`src/rtl/dmem_lsu_pkg.sv`:
```
// Shared types and encodings for the data-memory load/store unit.
package dmem_lsu_pkg;

  typedef enum logic [1:0] {
    ST_IDLE   = 2'd0,
    ST_ACCESS = 2'd1,
    ST_RWAIT  = 2'd2,
    ST_RESP   = 2'd3
  } lsu_state_e;

  localparam logic [2:0] F3_B  = 3'b000;
  localparam logic [2:0] F3_H  = 3'b001;
  localparam logic [2:0] F3_W  = 3'b010;
  localparam logic [2:0] F3_BU = 3'b100;
  localparam logic [2:0] F3_HU = 3'b101;

  localparam logic [2:0] MODE_NONE = 3'b000;
  localparam logic [2:0] MODE_BYTE = 3'b011;
  localparam logic [2:0] MODE_HALF = 3'b100;
  localparam logic [2:0] MODE_WORD = 3'b010;

  localparam logic [1:0] ERR_OK       = 2'b00;
  localparam logic [1:0] ERR_MISALIGN = 2'b01;
  localparam logic [1:0] ERR_RANGE    = 2'b10;
  localparam logic [1:0] ERR_ILLEGAL  = 2'b11;

  function automatic logic f3_legal(input logic store, input logic [2:0] f3);
    logic ok;
    case (f3)
      F3_B, F3_H, F3_W: ok = 1'b1;
      F3_BU, F3_HU:     ok = ~store;
      default:          ok = 1'b0;
    endcase
    return ok;
  endfunction

  function automatic logic [2:0] access_size(input logic [2:0] f3);
    logic [2:0] sz;
    case (f3[1:0])
      2'b00:   sz = 3'd1;
      2'b01:   sz = 3'd2;
      default: sz = 3'd4;
    endcase
    return sz;
  endfunction

  // Only the sub-word modes that leave neighbouring bytes intact are ever produced.
  function automatic logic [2:0] store_mode(input logic [2:0] f3);
    logic [2:0] m;
    case (f3[1:0])
      2'b00:   m = MODE_BYTE;
      2'b01:   m = MODE_HALF;
      default: m = MODE_WORD;
    endcase
    return m;
  endfunction

endpackage

```
`src/rtl/dmem_lsu_load_extend.sv`:
```
// Sign/zero extension of a raw memory word per RV32I load funct3; addressed byte sits in [7:0].
module lsu_load_extend
  import dmem_lsu_pkg::*;
(
  input  logic [2:0]  funct3,
  input  logic [31:0] raw,
  output logic [31:0] result
);

  // Select and extend the addressed lane.
  always_comb begin
    result = 32'd0;
    case (funct3)
      F3_B:    result = {{24{raw[7]}}, raw[7:0]};
      F3_BU:   result = {24'd0, raw[7:0]};
      F3_H:    result = {{16{raw[15]}}, raw[15:0]};
      F3_HU:   result = {16'd0, raw[15:0]};
      F3_W:    result = raw;
      default: result = 32'd0;
    endcase
  end

endmodule

```
`src/rtl/dmem_lsu.sv`:
```
// Load/store unit: validates one request at a time, drives the data memory, returns an extended response.
module dmem_lsu
  import dmem_lsu_pkg::*;
#(
  parameter int MEM_BYTES = 1024,
  parameter int ADDR_W    = 32
) (
  input  logic              clk,
  input  logic              rst,
  input  logic              req_valid,
  output logic              req_ready,
  input  logic              req_store,
  input  logic [2:0]        req_funct3,
  input  logic [ADDR_W-1:0] req_addr,
  input  logic [31:0]       req_wdata,
  input  logic [4:0]        req_rd,
  output logic              resp_valid,
  input  logic              resp_ready,
  output logic [31:0]       resp_rdata,
  output logic [4:0]        resp_rd,
  output logic              resp_rd_we,
  output logic [1:0]        resp_err,
  output logic              mem_we,
  output logic [2:0]        mem_wmode,
  output logic [31:0]       mem_addr,
  output logic [31:0]       mem_wdata,
  input  logic [31:0]       mem_rdata
);

  lsu_state_e  state_r, state_nxt_s;
  logic        store_r, store_nxt_s;
  logic [2:0]  funct3_r, funct3_nxt_s;
  logic [4:0]  rd_r, rd_nxt_s;
  logic [1:0]  req_err_s;
  logic [ADDR_W:0] req_end_s;
  logic [31:0] ext_s;

  logic        resp_valid_nxt_s, resp_rd_we_nxt_s, mem_we_nxt_s;
  logic [31:0] resp_rdata_nxt_s, mem_addr_nxt_s, mem_wdata_nxt_s;
  logic [4:0]  resp_rd_nxt_s;
  logic [1:0]  resp_err_nxt_s;
  logic [2:0]  mem_wmode_nxt_s;

  lsu_load_extend u_ext (
    .funct3 (funct3_r),
    .raw    (mem_rdata),
    .result (ext_s)
  );

  assign req_ready = (state_r == ST_IDLE);
  assign req_end_s = {1'b0, req_addr} + (ADDR_W+1)'(access_size(req_funct3));

  // Request classification; the if-chain encodes illegal > misaligned > range.
  always_comb begin
    req_err_s = ERR_OK;
    if (!f3_legal(req_store, req_funct3)) begin
      req_err_s = ERR_ILLEGAL;
    end else if ((req_funct3[1:0] == 2'b01 && req_addr[0] != 1'b0) ||
                 (req_funct3[1:0] == 2'b10 && req_addr[1:0] != 2'b00)) begin
      req_err_s = ERR_MISALIGN;
    end else if (req_end_s > (ADDR_W+1)'(MEM_BYTES)) begin
      req_err_s = ERR_RANGE;
    end else begin
      req_err_s = ERR_OK;
    end
  end

  // Next state and next values of every registered output.
  always_comb begin
    state_nxt_s      = state_r;
    store_nxt_s      = store_r;
    funct3_nxt_s     = funct3_r;
    rd_nxt_s         = rd_r;
    resp_valid_nxt_s = resp_valid;
    resp_rdata_nxt_s = resp_rdata;
    resp_rd_nxt_s    = resp_rd;
    resp_rd_we_nxt_s = resp_rd_we;
    resp_err_nxt_s   = resp_err;
    mem_we_nxt_s     = 1'b0;
    mem_wmode_nxt_s  = mem_wmode;
    mem_addr_nxt_s   = mem_addr;
    mem_wdata_nxt_s  = mem_wdata;
    case (state_r)
      ST_IDLE: begin
        if (req_valid) begin
          store_nxt_s  = req_store;
          funct3_nxt_s = req_funct3;
          rd_nxt_s     = req_rd;
          if (req_err_s != ERR_OK) begin
            state_nxt_s      = ST_RESP;
            resp_valid_nxt_s = 1'b1;
            resp_rdata_nxt_s = 32'd0;
            resp_rd_nxt_s    = req_rd;
            resp_rd_we_nxt_s = 1'b0;
            resp_err_nxt_s   = req_err_s;
          end else begin
            state_nxt_s     = ST_ACCESS;
            mem_we_nxt_s    = req_store;
            mem_wmode_nxt_s = req_store ? store_mode(req_funct3) : MODE_NONE;
            mem_addr_nxt_s  = 32'(req_addr);
            mem_wdata_nxt_s = req_store ? req_wdata : 32'd0;
          end
        end else begin
          state_nxt_s = ST_IDLE;
        end
      end
      ST_ACCESS: begin
        if (store_r) begin
          state_nxt_s      = ST_RESP;
          resp_valid_nxt_s = 1'b1;
          resp_rdata_nxt_s = 32'd0;
          resp_rd_nxt_s    = rd_r;
          resp_rd_we_nxt_s = 1'b0;
          resp_err_nxt_s   = ERR_OK;
        end else begin
          state_nxt_s = ST_RWAIT;
        end
      end
      ST_RWAIT: begin
        state_nxt_s      = ST_RESP;
        resp_valid_nxt_s = 1'b1;
        resp_rdata_nxt_s = ext_s;
        resp_rd_nxt_s    = rd_r;
        resp_rd_we_nxt_s = (rd_r != 5'd0);
        resp_err_nxt_s   = ERR_OK;
      end
      ST_RESP: begin
        if (resp_ready) begin
          state_nxt_s      = ST_IDLE;
          resp_valid_nxt_s = 1'b0;
        end else begin
          state_nxt_s = ST_RESP;
        end
      end
      default: begin
        state_nxt_s      = ST_IDLE;
        resp_valid_nxt_s = 1'b0;
      end
    endcase
  end

  // State and request-context registers.
  always_ff @(posedge clk or negedge rst) begin
    if (!rst) begin
      state_r  <= ST_IDLE;
      store_r  <= 1'b0;
      funct3_r <= 3'd0;
      rd_r     <= 5'd0;
    end else begin
      state_r  <= state_nxt_s;
      store_r  <= store_nxt_s;
      funct3_r <= funct3_nxt_s;
      rd_r     <= rd_nxt_s;
    end
  end

  // Registered response and memory-interface outputs.
  always_ff @(posedge clk or negedge rst) begin
    if (!rst) begin
      resp_valid <= 1'b0;
      resp_rdata <= 32'd0;
      resp_rd    <= 5'd0;
      resp_rd_we <= 1'b0;
      resp_err   <= ERR_OK;
      mem_we     <= 1'b0;
      mem_wmode  <= MODE_NONE;
      mem_addr   <= 32'd0;
      mem_wdata  <= 32'd0;
    end else begin
      resp_valid <= resp_valid_nxt_s;
      resp_rdata <= resp_rdata_nxt_s;
      resp_rd    <= resp_rd_nxt_s;
      resp_rd_we <= resp_rd_we_nxt_s;
      resp_err   <= resp_err_nxt_s;
      mem_we     <= mem_we_nxt_s;
      mem_wmode  <= mem_wmode_nxt_s;
      mem_addr   <= mem_addr_nxt_s;
      mem_wdata  <= mem_wdata_nxt_s;
    end
  end

endmodule

```
`config.mk`:
```
export PLATFORM = sky130hd
export DESIGN_NAME = dmem_lsu
export DESIGN_NICKNAME = d
export VERILOG_FILES = /design/src/rtl/dmem_lsu_pkg.sv /design/src/rtl/dmem_lsu_load_extend.sv /design/src/rtl/dmem_lsu.sv
export SDC_FILE = /design/constraint.sdc
export NUM_CORES = 1
export LEC_CHECK = 0
export CAP_MARGIN = 25
export CORE_MARGIN = 3
export CORE_UTILIZATION = 25
export DETAILED_ROUTE_END_ITERATION = 6
export GPL_TIMING_DRIVEN = 0
export PLACE_DENSITY = 0.57
export SETUP_SLACK_MARGIN = 0.2
export SLEW_MARGIN = 20
export SYNTH_ARGS = -nofsm -noshare
export SYNTH_HDL_FRONTEND = slang
export SYNTH_SLANG_ARGS = --single-unit
```
`constraint.sdc`:
```
create_clock -name clk -period 2.3 [get_ports clk]
set_input_delay 0.345 -clock clk [delete_from_list [all_inputs] [get_ports clk]]
set_output_delay 0.345 -clock clk [all_outputs]
set_load 0.01 [all_outputs]
```
==> results summary, run 1 <==
The end-of-flow core utilization came out at 43.80%. The H-tree level count came out at 4. The number of instances in the synthesized netlist came out at 587. Dividing total power by cell area gives a power density of 902.8 mW/mm^2.

The multi-input combinational cells in the finished layout cover a total of 0.003229 sq mm. The slowest stage of the critical path is the fa_2 cell. The number of clock sinks came out at 120. The number of buffers on the longest clock path came out at 2. The total negative slack is -83.90 ns.

At the worst endpoint, the required time is 2.60 ns. The setup slack of the critical path after layout is -0.8568 ns. The final reports fail on setup timing. The number of warnings issued by yosys came out at 0. Setup repair after global routing could not meet its margin everywhere. The cell that appears most often on the critical path is buf_6. The placer's final routability congestion estimate came out at 0.8359. TritonCTS built the clock tree. The cell sitting at the root of the clock tree is a clkbuf_16.

From synthesis to final layout, the design area changed by 72.07%. The top cell type by area accounts for 50.10% of the synthesized area. The biggest area contributor in the post-synthesis netlist is dfrtp_1. Max-cap violations in this run came to 0.

The total wire length after detailed routing came out at 19790 microns. The share of synthesized flip-flops with an asynchronous set or reset is 100.0%. The element type at the critical path end is a register. The number of failing hold endpoints at the final stage is 0. The total placed cells including tap cells came out at approximately 1100. The detail route stage leaves a number of antenna-violating nets equal to 0.

The number of design rule violations left after detail routing is 0. The netlist area before placement came out at ~0.006 sq mm. The initial antenna violation count is 1. The number of clock buffers inserted by TritonCTS is 17.

The total number of nets in the final design is 971. The total of buffers placed on input and output ports is 213. The synthesized flop and latch total came out at 120. The number of distinct library cells after synthesis came out at 60. The endpoint arrival time on the critical path is roughly 3.5 ns. The delay of the slowest cell on the worst path came out at ~0.4 ns. Using the TritonRoute via totals, the vias-per-cell ratio works out to 4.576. In the global route stage, met2 resource usage came out at 24.87%. The run finished, with violations left. The maximum number of pins on one net before global-route repair came out at 68. The standby leakage power came out at 4.376 nW. The startpoint kind of the worst setup timing path is a primary input. The die outline width is 160.8 microns. The number of search-and-repair iterations in the first detailed-routing pass is 4. The floorplan core area is roughly 0.024 sq mm. The detailed router finished its first iteration with 207 violations.

The number of antenna repair diodes came out at 0. In the post-synthesis netlist, the biggest area contributors are dfrtp_1 (50%), mux2_4 (7.3%), nand2_1 (6.7%), o21ai_1 (2.9%), a21oi_1 (2.8%). The largest vdd supply drop came out at 0.4855 mV.

The layout has 2260 filler cells. The final number of setup-violating endpoints is between 100 and 150. In the post-synthesis netlist, the cell with the most instances is dfrtp_1. The number of enable-type register cells in the synthesized netlist came out at 0. The overall die height came out at 160.8 microns.

The count of pins on the block boundary came out at 219. Measured against its own limit, the worst slew margin works out to 59.06%. The final critical path takes up 137.3% of the cycle. Static timing analysis puts the maximum clock frequency at 0.3168 GHz. The number of global-route vias before repair is approximately 5500. The number of rows in the core area is 56.

The total nets after synthesis came out at 705. The largest fanout of any net on the critical path came out at 9. The total global routing overflow came out at 0. The initial core utilization is 25.46%. The die area is roughly 0.026 sq mm. The path class of the tightest hold or removal check is primary input to register. The estimated wirelength of the detail-placed design is 13710 microns. The average instance in the mapped netlist occupies 10.21 sq um.

The first global-routing pass estimated approximately 31000 microns of wire. The met1 usage in global routing is 20.07%. The clock latency on the worst-skew pair is between 0.4 and 0.5 ns. Power comes to roughly 0.0093 W. The met3 layer usage reported by global route came out at roughly 4.1%. The final max-slew violation count is 0.

After global routing, the most crowded layer is met2. Clock-pin slew was measured on the worst setup and hold paths at 0.06 ns. The fraction of final layout cells sized beyond drive strength 1 is ~28%. The largest clock skew in the final design is 0.01507 ns. The critical path goes through buf_12 > nor2_4 > ha_4 > inv_2 > fa_2 > nor2b_4 > buf_6 > o2111ai_4 > buf_6 > buf_4 > a21oi_1 > nand4b_1 > nor4_4 > and4_1 > buf_6 > a211oi_4 > buf_12 > buf_6 > mux2_2.

In the final routed layout, each cell accounts on average for 16.70 microns. The footprint of the flip-flops and latches is 0.003003 sq mm. The worst slack at placement came out at -2.224 ns. The transition time at the pin with the least slew margin is 0.6141 ns. Among all flip-flop cells after synthesis, the most frequent one is dfrtp_1.

The share of the Yosys chip area taken by registers is 50.10%. The number of standard cells in the layout, taps in and fillers out came out at 1185. The worst setup path is of the primary input to register kind. Subtracting the final worst setup slack from the clock period gives 3.157 ns.

Global routing used 15.17% of the available tracks across all layers. Sorting the synthesized cells by how often they occur yields dfrtp_1 (120), nand2_1 (107), o21ai_1 (35), a21oi_1 (34), mux2_4 (29). The total number of vias came out at 5423.
flip-flops by register name, indices dropped and copies added, names as in the netlist, 2 cells and up:
| signal | cells |
|---|---|
| mem_wdata | 32 |
| state_r | 2 |
| resp_rdata | 32 |
| rd_r | 5 |
| funct3_r | 3 |
| resp_rd | 5 |
| mem_addr | 32 |
| resp_err | 2 |
| mem_wmode | 3 |
area by class of cell:
type                    count  share of cell area, %
inverters                  20                 0.7280
multi-input cells         412                  31.32
clock inverters            14                  1.686
plain buffers              35                  3.191
clock buffers              18                  4.259
flip-flops and latches    120                  29.12
well taps                 319                  3.870
repair buffers            247                  25.83
logic make-up after synthesis:
logic type                 Yosys count  share of synthesized area [%]
xor gates and xnor gates             7                          1.023
AOI/OAI and AO/OA                  122                          12.76
adders and majority gates            9                          2.004
muxes                               51                          11.27
DFF                                120                          50.10
and+or+nand+nor                    223                          18.46
buffers and inverters               55                          4.384
placed cells by master (no fill, tap or decap), types with 4 or more instances in the layout:
cell type / Yosys / final
inv_1: 20 / 18
dfrtp_1: 120 / 120
buf_16: 0 / 8
buf_4: 1 / 13
clkinv_4: 0 / 6
nand2_2: 0 / 19
ha_1: 8 / 5
nor2_1: 25 / 23
and2_1: 24 / 9
buf_8: 0 / 11
dlygate4sd2_1: 0 / 10
mux2i_1: 6 / 6
mux2_2: 13 / 12
nand2_4: 0 / 17
clkbuf_1: 21 / 17
nor3_1: 4 / 4
buf_12: 0 / 6
mux2_4: 29 / 32
and2_4: 0 / 15
o21ai_2: 0 / 22
a21oi_1: 34 / 34
o21ai_0: 19 / 9
nand4_1: 7 / 7
clkdlybuf4s50_1: 0 / 198
clkbuf_16: 0 / 20
and4_1: 9 / 9
nand2_1: 107 / 71
nand3_1: 19 / 16
buf_6: 6 / 10
o21ai_1: 35 / 23
and3_1: 5 / 4
per-stage QoR:
step,instance area (sq um),hold WS (ns)
final,10310,0.2799
after global routing,10310,0.2641
after CTS,9894,0.2199
after detailed placement,8656,0.3046
after global placement,8623,0.4624
after floorplan,6092,0.04941
final timing paths:
path / end / slack (ns) / cells past startpoint / startpoint
min: mem_addr[0]$_DFFE_PN0P_ / 0.28 / 2 / req_addr[0]
min in group asynchronous: resp_rdata[19]$_DFFE_PN0P_ / 0.45 / 2 / rst
max in group asynchronous: mem_addr[8]$_DFFE_PN0P_ / 1.14 / 3 / rst
min reg2reg: mem_wdata[5]$_DFFE_PN0P_ / 0.48 / 2 / mem_wdata[5]$_DFFE_PN0P_
max reg2reg: resp_rdata[15]$_DFFE_PN0P_ / 0.16 / 8 / state_r[0]$_DFF_PN0_
max: resp_rdata[15]$_DFFE_PN0P_ / -0.86 / 19 / req_funct3[1]
critical path: cells and delay by family:
kind	cells	cell delay, ns
adder cells (fa/ha/maj)	2	0.53
multiplexers	1	0.33
AO/OA/AOI/OAI	3	0.50
AND/OR/NAND/NOR	5	0.70
buffers and inverters	8	1.03
repair_timing:
action | in CTS | in global routing
hold endpoints to repair | 53 | 0
resized for setup | 119 | 88
pin swaps | 44 | 36
endpoints found under the setup margin | 111 | 110
hold buffers | 1 | 0
buffers inserted | 14 | 7
gates cloned | 9 | 2
metal layers:
layer | vias up | routed length (microns)
met1 | 2660 | 8709
met4 | 2 | 176
met5 | - | 13
met2 | 165 | 9800
met3 | 14 | 1084
li1 | 2582 | -
where the power goes:
group	total, W	internal, W	switching [W]
clock	0.00277	0.00174	0.00103
sequential	0.00280	0.00253	0.000265
combinational	0.00374	0.00207	0.00167
total	0.00931	0.00634	0.00297
(Power assumes the default switching activity.)
==> run 2, diff against run 1 <==
Settings changed: CAP_MARGIN 25 to 30.
==> results of run 2 <==
The final DEF is identical to that of run 1; final timing and power are the same.
